**src/rtl/morse_key_capture_if.sv**
```systemverilog
`default_nettype none
// =============================================================================
//  Module   : morse_key_capture_if
//  Purpose  : Key input and committed letter output bundle of the Morse capture.
//  Revision : 1.0  initial release
// =============================================================================
interface morse_key_capture_if;
    logic       key_raw;
    logic       clear;
    logic [4:0] code;
    logic [2:0] width;
    logic       done;
    logic       busy;
    logic       key_db;

    modport master (
        output key_raw, clear,
        input  code, width, done, busy, key_db
    );

    modport slave (
        input  key_raw, clear,
        output code, width, done, busy, key_db
    );
endinterface
`default_nettype wire

```
**src/rtl/morse_key_capture.sv**
```systemverilog
`default_nettype none
// =============================================================================
//  Module   : morse_key_capture
//  Purpose  : Debounces a Morse key, times presses into dots/dashes and commits
//             up to five symbols per letter after an idle gap.
//  Revision : 1.0  initial release
// =============================================================================
module morse_key_capture #(
    parameter int DEBOUNCE_CYCLES = 50000,
    parameter int DASH_CYCLES     = 12500000,
    parameter int GAP_CYCLES      = 25000000,
    parameter int CNT_W           = 26
) (
    input  logic                clk,
    input  logic                rst,
    morse_key_capture_if.slave  bus
);

    localparam int               DB_W     = $clog2(DEBOUNCE_CYCLES + 1);
    localparam logic [DB_W-1:0]  DB_LAST  = DB_W'(DEBOUNCE_CYCLES - 1);
    localparam logic [CNT_W-1:0] DASH_T   = CNT_W'(DASH_CYCLES);
    localparam logic [CNT_W-1:0] GAP_LAST = CNT_W'(GAP_CYCLES - 1);

    typedef enum logic [1:0] {
        IDLE  = 2'd0,
        PRESS = 2'd1,
        GAP   = 2'd2
    } state_t;

    logic             r_sync1, r_sync2, r_sync_d;
    logic [DB_W-1:0]  r_db_cnt;
    logic             r_key_db, r_key_db_d;
    state_t           r_state, w_state_n;
    logic [CNT_W-1:0] r_timer, w_timer_n;
    logic [4:0]       r_wcode, w_wcode_n;
    logic [2:0]       r_wcnt, w_wcnt_n;
    logic [4:0]       r_code, w_code_n;
    logic [2:0]       r_width, w_width_n;
    logic             r_done, w_done_n;
    logic             r_busy;
    logic             w_rise, w_fall, w_sym;
    logic [4:0]       w_shifted;

    // Debounce: the counter tracks consecutive cycles of an unchanged sync level.
    always_ff @(posedge clk) begin
        if (rst) begin
            r_sync1    <= 1'b0;
            r_sync2    <= 1'b0;
            r_sync_d   <= 1'b0;
            r_db_cnt   <= '0;
            r_key_db   <= 1'b0;
            r_key_db_d <= 1'b0;
        end else begin
            r_sync1    <= bus.key_raw;
            r_sync2    <= r_sync1;
            r_sync_d   <= r_sync2;
            r_key_db_d <= r_key_db;
            if (r_sync2 != r_sync_d) begin
                r_db_cnt <= '0;
            end else if (r_db_cnt != DB_LAST) begin
                r_db_cnt <= r_db_cnt + 1'b1;
            end else begin
                r_key_db <= r_sync2;
            end
        end
    end

    assign w_rise    = r_key_db & ~r_key_db_d;
    assign w_fall    = ~r_key_db & r_key_db_d;
    assign w_sym     = (r_timer >= DASH_T);
    assign w_shifted = {r_wcode[3:0], w_sym};

    always_ff @(posedge clk) begin
        if (rst) begin
            r_state <= IDLE;
            r_timer <= '0;
            r_wcode <= '0;
            r_wcnt  <= '0;
            r_code  <= '0;
            r_width <= '0;
            r_done  <= 1'b0;
            r_busy  <= 1'b0;
        end else begin
            r_state <= w_state_n;
            r_timer <= w_timer_n;
            r_wcode <= w_wcode_n;
            r_wcnt  <= w_wcnt_n;
            r_code  <= w_code_n;
            r_width <= w_width_n;
            r_done  <= w_done_n;
            r_busy  <= (w_state_n != IDLE);
        end
    end

    always_comb begin
        w_state_n = r_state;
        w_timer_n = (&r_timer) ? r_timer : r_timer + 1'b1;
        w_wcode_n = r_wcode;
        w_wcnt_n  = r_wcnt;
        w_code_n  = r_code;
        w_width_n = r_width;
        w_done_n  = 1'b0;

        if (bus.clear) begin
            w_state_n = IDLE;
            w_timer_n = '0;
            w_wcode_n = '0;
            w_wcnt_n  = '0;
        end else begin
            case (r_state)
                IDLE: begin
                    w_timer_n = '0;
                    if (w_rise) begin
                        w_state_n = PRESS;
                        w_wcode_n = '0;
                        w_wcnt_n  = '0;
                    end
                end
                PRESS: begin
                    if (w_fall) begin
                        w_timer_n = '0;
                        w_wcode_n = w_shifted;
                        w_wcnt_n  = r_wcnt + 1'b1;
                        // Fifth symbol fills the letter, so it commits without a gap.
                        if (r_wcnt == 3'd4) begin
                            w_state_n = IDLE;
                            w_code_n  = w_shifted;
                            w_width_n = 3'd5;
                            w_done_n  = 1'b1;
                            w_wcode_n = '0;
                            w_wcnt_n  = '0;
                        end else begin
                            w_state_n = GAP;
                        end
                    end
                end
                GAP: begin
                    // Commit outranks a rise landing on the last gap cycle.
                    if (r_timer == GAP_LAST) begin
                        w_state_n = IDLE;
                        w_timer_n = '0;
                        w_code_n  = r_wcode;
                        w_width_n = r_wcnt;
                        w_done_n  = 1'b1;
                        w_wcode_n = '0;
                        w_wcnt_n  = '0;
                    end else if (w_rise) begin
                        w_state_n = PRESS;
                        w_timer_n = '0;
                    end
                end
                default: begin
                    w_state_n = IDLE;
                    w_timer_n = '0;
                end
            endcase
        end
    end

    assign bus.code   = r_code;
    assign bus.width  = r_width;
    assign bus.done   = r_done;
    assign bus.busy   = r_busy;
    assign bus.key_db = r_key_db;

endmodule
`default_nettype wire

```
**src/flat_wrapper.sv**
```systemverilog
// flat-port wrapper written by rule: the top's interface ports become plain ports
module morse_key_capture_flat 
#(
    parameter int DEBOUNCE_CYCLES = 50000,
    parameter int DASH_CYCLES     = 12500000,
    parameter int GAP_CYCLES      = 25000000,
    parameter int CNT_W           = 26
)
  (clk, rst, bus_key_raw, bus_clear, bus_code, bus_width, bus_done, bus_busy, bus_key_db);
  morse_key_capture_if bus_i ();
  input  logic clk;
  input  logic rst;
  input wire logic [$bits(bus_i.key_raw)-1:0] bus_key_raw;
  input wire logic [$bits(bus_i.clear)-1:0] bus_clear;
  output wire logic [$bits(bus_i.code)-1:0] bus_code;
  output wire logic [$bits(bus_i.width)-1:0] bus_width;
  output wire logic [$bits(bus_i.done)-1:0] bus_done;
  output wire logic [$bits(bus_i.busy)-1:0] bus_busy;
  output wire logic [$bits(bus_i.key_db)-1:0] bus_key_db;
  assign bus_i.key_raw = bus_key_raw;
  assign bus_i.clear = bus_clear;
  assign bus_code = bus_i.code;
  assign bus_width = bus_i.width;
  assign bus_done = bus_i.done;
  assign bus_busy = bus_i.busy;
  assign bus_key_db = bus_i.key_db;
  morse_key_capture #(.DEBOUNCE_CYCLES(DEBOUNCE_CYCLES), .DASH_CYCLES(DASH_CYCLES), .GAP_CYCLES(GAP_CYCLES), .CNT_W(CNT_W)) u_core (.clk(clk), .rst(rst), .bus(bus_i));
endmodule
```
**config.mk**
```make
export PLATFORM = sky130hd
export DESIGN_NAME = morse_key_capture_flat
export DESIGN_NICKNAME = d
export VERILOG_FILES = /design/src/rtl/morse_key_capture_if.sv /design/src/rtl/morse_key_capture.sv /design/src/flat_wrapper.sv
export SDC_FILE = /design/constraint.sdc
export NUM_CORES = 1
export LEC_CHECK = 0
export ABC_AREA = 1
export CAP_MARGIN = 25
export CORE_MARGIN = 5
export CORE_UTILIZATION = 55
export DETAILED_ROUTE_END_ITERATION = 10
export DONT_BUFFER_PORTS = 1
export PLACE_DENSITY = 0.83
export REMOVE_ABC_BUFFERS = 1
export SYNTH_ARGS = -nofsm -noshare
export SYNTH_HDL_FRONTEND = slang
export SYNTH_SLANG_ARGS = --single-unit
```
**constraint.sdc**
```tcl
create_clock -name clk -period 1.7 [get_ports clk]
set_input_delay 0.17 -clock clk [delete_from_list [all_inputs] [get_ports clk]]
set_output_delay 0.17 -clock clk [all_outputs]
set_load 0.01 [all_outputs]
```
==> qor.json <==
{
  "timing": {
    "min_period_over_period_pct": 97.77,
    "finalHoldViolations": 0,
    "layout_setup_ws_ns": 0.03787,
    "slew-limit-headroom_pct": 67.92,
    "max_slew.worst_pin.slew_ns": 0.4797,
    "finalSetupViolCount": 0,
    "rsz0062_at_grt": "true",
    "clock-skew-final_ns": 0.009427,
    "achievable-frequency_mhz": 601.6,
    "maxSlewViolCount": 0,
    "timing.setup.tns_ns": 0,
    "time_the_final_worst_path_needs_with_i_o_delays_and_setup_ns": 1.662
  },
  "floorplanning": {
    "die_height_um": 91.23,
    "total_die_area_um2": 8322,
    "die_w_um": 91.23,
    "row_count": 29,
    "io_pins": 15,
    "start_util_pct": 56.82,
    "core_um2": 6386
  },
  "job": {
    "maxCapViolations": 0
  },
  "place": {
    "place.detailed.instances": 634,
    "hpwlAfterDp_mm": 6.208,
    "post-place-ws_ns": -0.08956,
    "place.port_buffers": 0,
    "gp_congestion": 0.9503
  },
  "setup_path": {
    "cp_data_required_time_ns": 2.00,
    "reg2reg_to": "u_core.r_wcode[1]",
    "timing.critical_path.from_type": "register",
    "arrival_time_of_the_worst_setup_path_ns": 1.96,
    "setup.worst_path.end_class": "register",
    "reg2reg_from": "u_core.r_timer[1]",
    "r2r_setup_slack_ns": 0.04,
    "setup.worst_path.class": "register to register",
    "critical_path.max_fanout": 7,
    "worstRegToRegCells": 10
  },
  "cts": {
    "clkTransAtPathRegs_ns": 0.07,
    "cts_made_buffers": 9,
    "worst_skew_pair.late_latency_ns": 0.35,
    "cts_tree": "built",
    "clock_tree.root_cell": "clkbuf_8",
    "cts_sinks": 67,
    "htree_levels": 3,
    "clock_path_buffers": 2
  },
  "synthesis": {
    "post_synth.cell_area_avg_um2": 6.719,
    "synthCells": 540,
    "postSynth.asyncResetShare_pct": 0,
    "post_synth_num_cell_types": 37,
    "ys_seq_elements": 67,
    "netlist_area_um2": 3628,
    "synth-edff-count": 0,
    "ys.flop_type": "dfxtp_1",
    "synth_sequential_area_ratio_pct": 36.97,
    "yosysWarnings": 0
  },
  "route": {
    "drt-pass1-iter-count": 5,
    "drt-initial-drc-count": 344,
    "antenna_violating_nets_post_route": 0,
    "post_route_drc": 0,
    "post_detailed_routing_wire_length_mm": 8.934,
    "detailroute.via_count": 3615,
    "route.detailed.wl_per_inst_um": 13.54,
    "via_to_cell_ratio": 5.477
  },
  "layout": {
    "synthToLayoutAreaGrowth_pct": 18.14,
    "post_layout_cell_count": 660,
    "n_antenna_cell": 0,
    "drive_gt1_share_pct": 17.50,
    "final_net_count": 591
  },
  "power": {
    "power_per_cell_area_nw_per_um2": 690.1,
    "power_mw": 2.958,
    "ir_drop_mv": 0.5297,
    "power_leakage_nw": 1.664
  },
  "global_route": {
    "via_count_of_the_first_global_routing_pass": 3342,
    "global_route.usage.met3_pct": 5.785,
    "grt_pass1_wl_mm": 14.86,
    "gr-usage-met2_pct": 34.86,
    "grt_overflow": 0,
    "grt_start_max_net_pins": 24,
    "grtUsageMet1_pct": 26.96,
    "antenna_found_initial": 0,
    "global_route.peak_usage_layer": "met2",
    "grtUsageTotal_pct": 21.31
  },
  "run_status": {
    "status": "completed"
  },
  "min_path": {
    "hold-path-endpoint": "u_core.bus.done",
    "worstHoldStart": "rst",
    "min_path_cells": 4,
    "min-delay-path-class": "primary input to register"
  }
}
-- through the flow --
step	hold WS [ns]	area, um2	util (%)
2_1_floorplan	0.2391	3570	-
3_3_place_gp	0.2411	3854	60.34
3_5_place_dp	0.2432	3854	60.34
4_1_cts	0.1074	4101	64.22
5_1_grt	0.1349	4287	67.12
6_report	0.1127	4287	67.12
-- state kept, by name, summed over array words and instances (netlist names) --
signal             flops
u_core.bus.busy        1
u_core.bus.code        5
u_core.bus.done        1
u_core.bus.key_db      1
u_core.bus.width       3
u_core.r_db_cnt       16
u_core.r_key_db_d      1
u_core.r_state         2
u_core.r_sync1         1
u_core.r_sync2         1
u_core.r_sync_d        1
u_core.r_timer        26
u_core.r_wcnt          3
u_core.r_wcode         5
-- layout by cell type, fill, tap and decap left out, types with 2 or more instances in the layout --
master,synthesis,final
nand3_1,43,41
a31oi_1,2,2
a21oi_2,1,6
a21oi_1,46,41
ha_1,9,8
nor2_1,70,67
clkinv_2,0,3
dfxtp_2,0,10
nor2_2,3,6
nand2_2,5,6
nand4_1,18,18
nand2_4,2,4
buf_4,0,30
inv_2,3,3
dlygate4sd3_1,0,2
o21ai_0,17,17
nand3_4,0,2
nor3_1,13,12
nor3_2,5,3
o21a_1,2,2
buf_6,2,2
o21ai_1,3,2
dfxtp_1,67,56
inv_1,75,75
nand2_1,120,116
clkbuf_8,0,10
nor3_4,0,3
xor2_1,10,10
nor2_4,2,2
o211ai_1,2,2
nand3_2,3,3
-- logic make-up (layout without fill, tap and decap cells) --
| logic type | count (synthesis) | after routing | share of synthesized area (%) |
|---|---|---|---|
| simple gates | 291 | 291 | 36.55 |
| compound gates | 75 | 75 | 10.93 |
| buf+inv | 87 | 130 | 9.793 |
| xor+xnor | 11 | 11 | 2.655 |
| flops | 67 | 67 | 36.97 |
| fa+ha+maj | 9 | 9 | 3.104 |
-- area by class of cell --
cell class / instances / area (um2)
Multi-Input combinational cell: 386 / 2063
Clock buffer: 11 / 141.4
Tap cell: 77 / 96.34
Sequential cell: 67 / 1358
Fill cell: 520 / 2100
Inverter: 79 / 296.5
Clock inverter: 5 / 52.55
Timing Repair Buffer: 35 / 279.0
-- report_power, final --
group          internal (mW)  switching [mW]  total, mW
registers               1.58         0.00676       1.58
logic                 0.0187          0.0310     0.0497
clock network          0.710           0.616       1.33
-- Yosys cell counts (5+ instances only) --
master / n / area, um2
nand2_1: 120 / 450.4
inv_1: 75 / 281.5
nor2_1: 70 / 262.8
dfxtp_1: 67 / 1341
a21oi_1: 46 / 230.2
nand3_1: 43 / 215.2
nand4_1: 18 / 112.6
o21ai_0: 17 / 85.08
nor3_1: 13 / 65.06
xor2_1: 10 / 87.58
ha_1: 9 / 112.6
nand2_2: 5 / 31.28
nor3_2: 5 / 50.05
-- critical path: stages (launching register included) --
cell and delay, ns:
dfxtp_2 0.36, ha_4 0.16, nand2_4 0.05, nor2_4 0.14, nand2_2 0.09, nor2_2 0.10
nand3_2 0.13, nand2_4 0.18, buf_6 0.15, nand4_1 0.12, a21oi_2 0.14
-- worst max path at each step --
stage	cells past startpoint	endpoint	start	slack, ns
2_1_floorplan	10	u_core.r_timer[1]	u_core.r_timer[0]	-0.02
3_3_place_gp	10	u_core.r_timer[25]	u_core.r_timer[0]	0.03
3_5_place_dp	10	u_core.r_timer[17]	u_core.r_timer[0]	-0.09
4_1_cts	10	u_core.r_timer[17]	u_core.r_timer[1]	0.008
5_1_grt	10	u_core.r_wcode[1]	u_core.r_timer[1]	-0.10
6_report	10	u_core.r_wcode[1]	u_core.r_timer[1]	0.04
-- routing by layer --
metal | up-vias | part of all wire [%]
li1 | 1828 | -
met1 | 1626 | 41
met2 | 134 | 49
met3 | 27 | 7.2
met4 | 0 | 2.5
met5 | - | 0
-- timing repair --
item                       4_1_cts  5_1_grt
hold buffers                     2        0
gates resized for setup          4       38
hold endpoints to repair        13        0
setup buffers                    2        5
gates cloned                     0        1
pin swaps                        2        7
setup endpoints to repair       37       49
No activity file was read; power rests on OpenSTA's default activity.
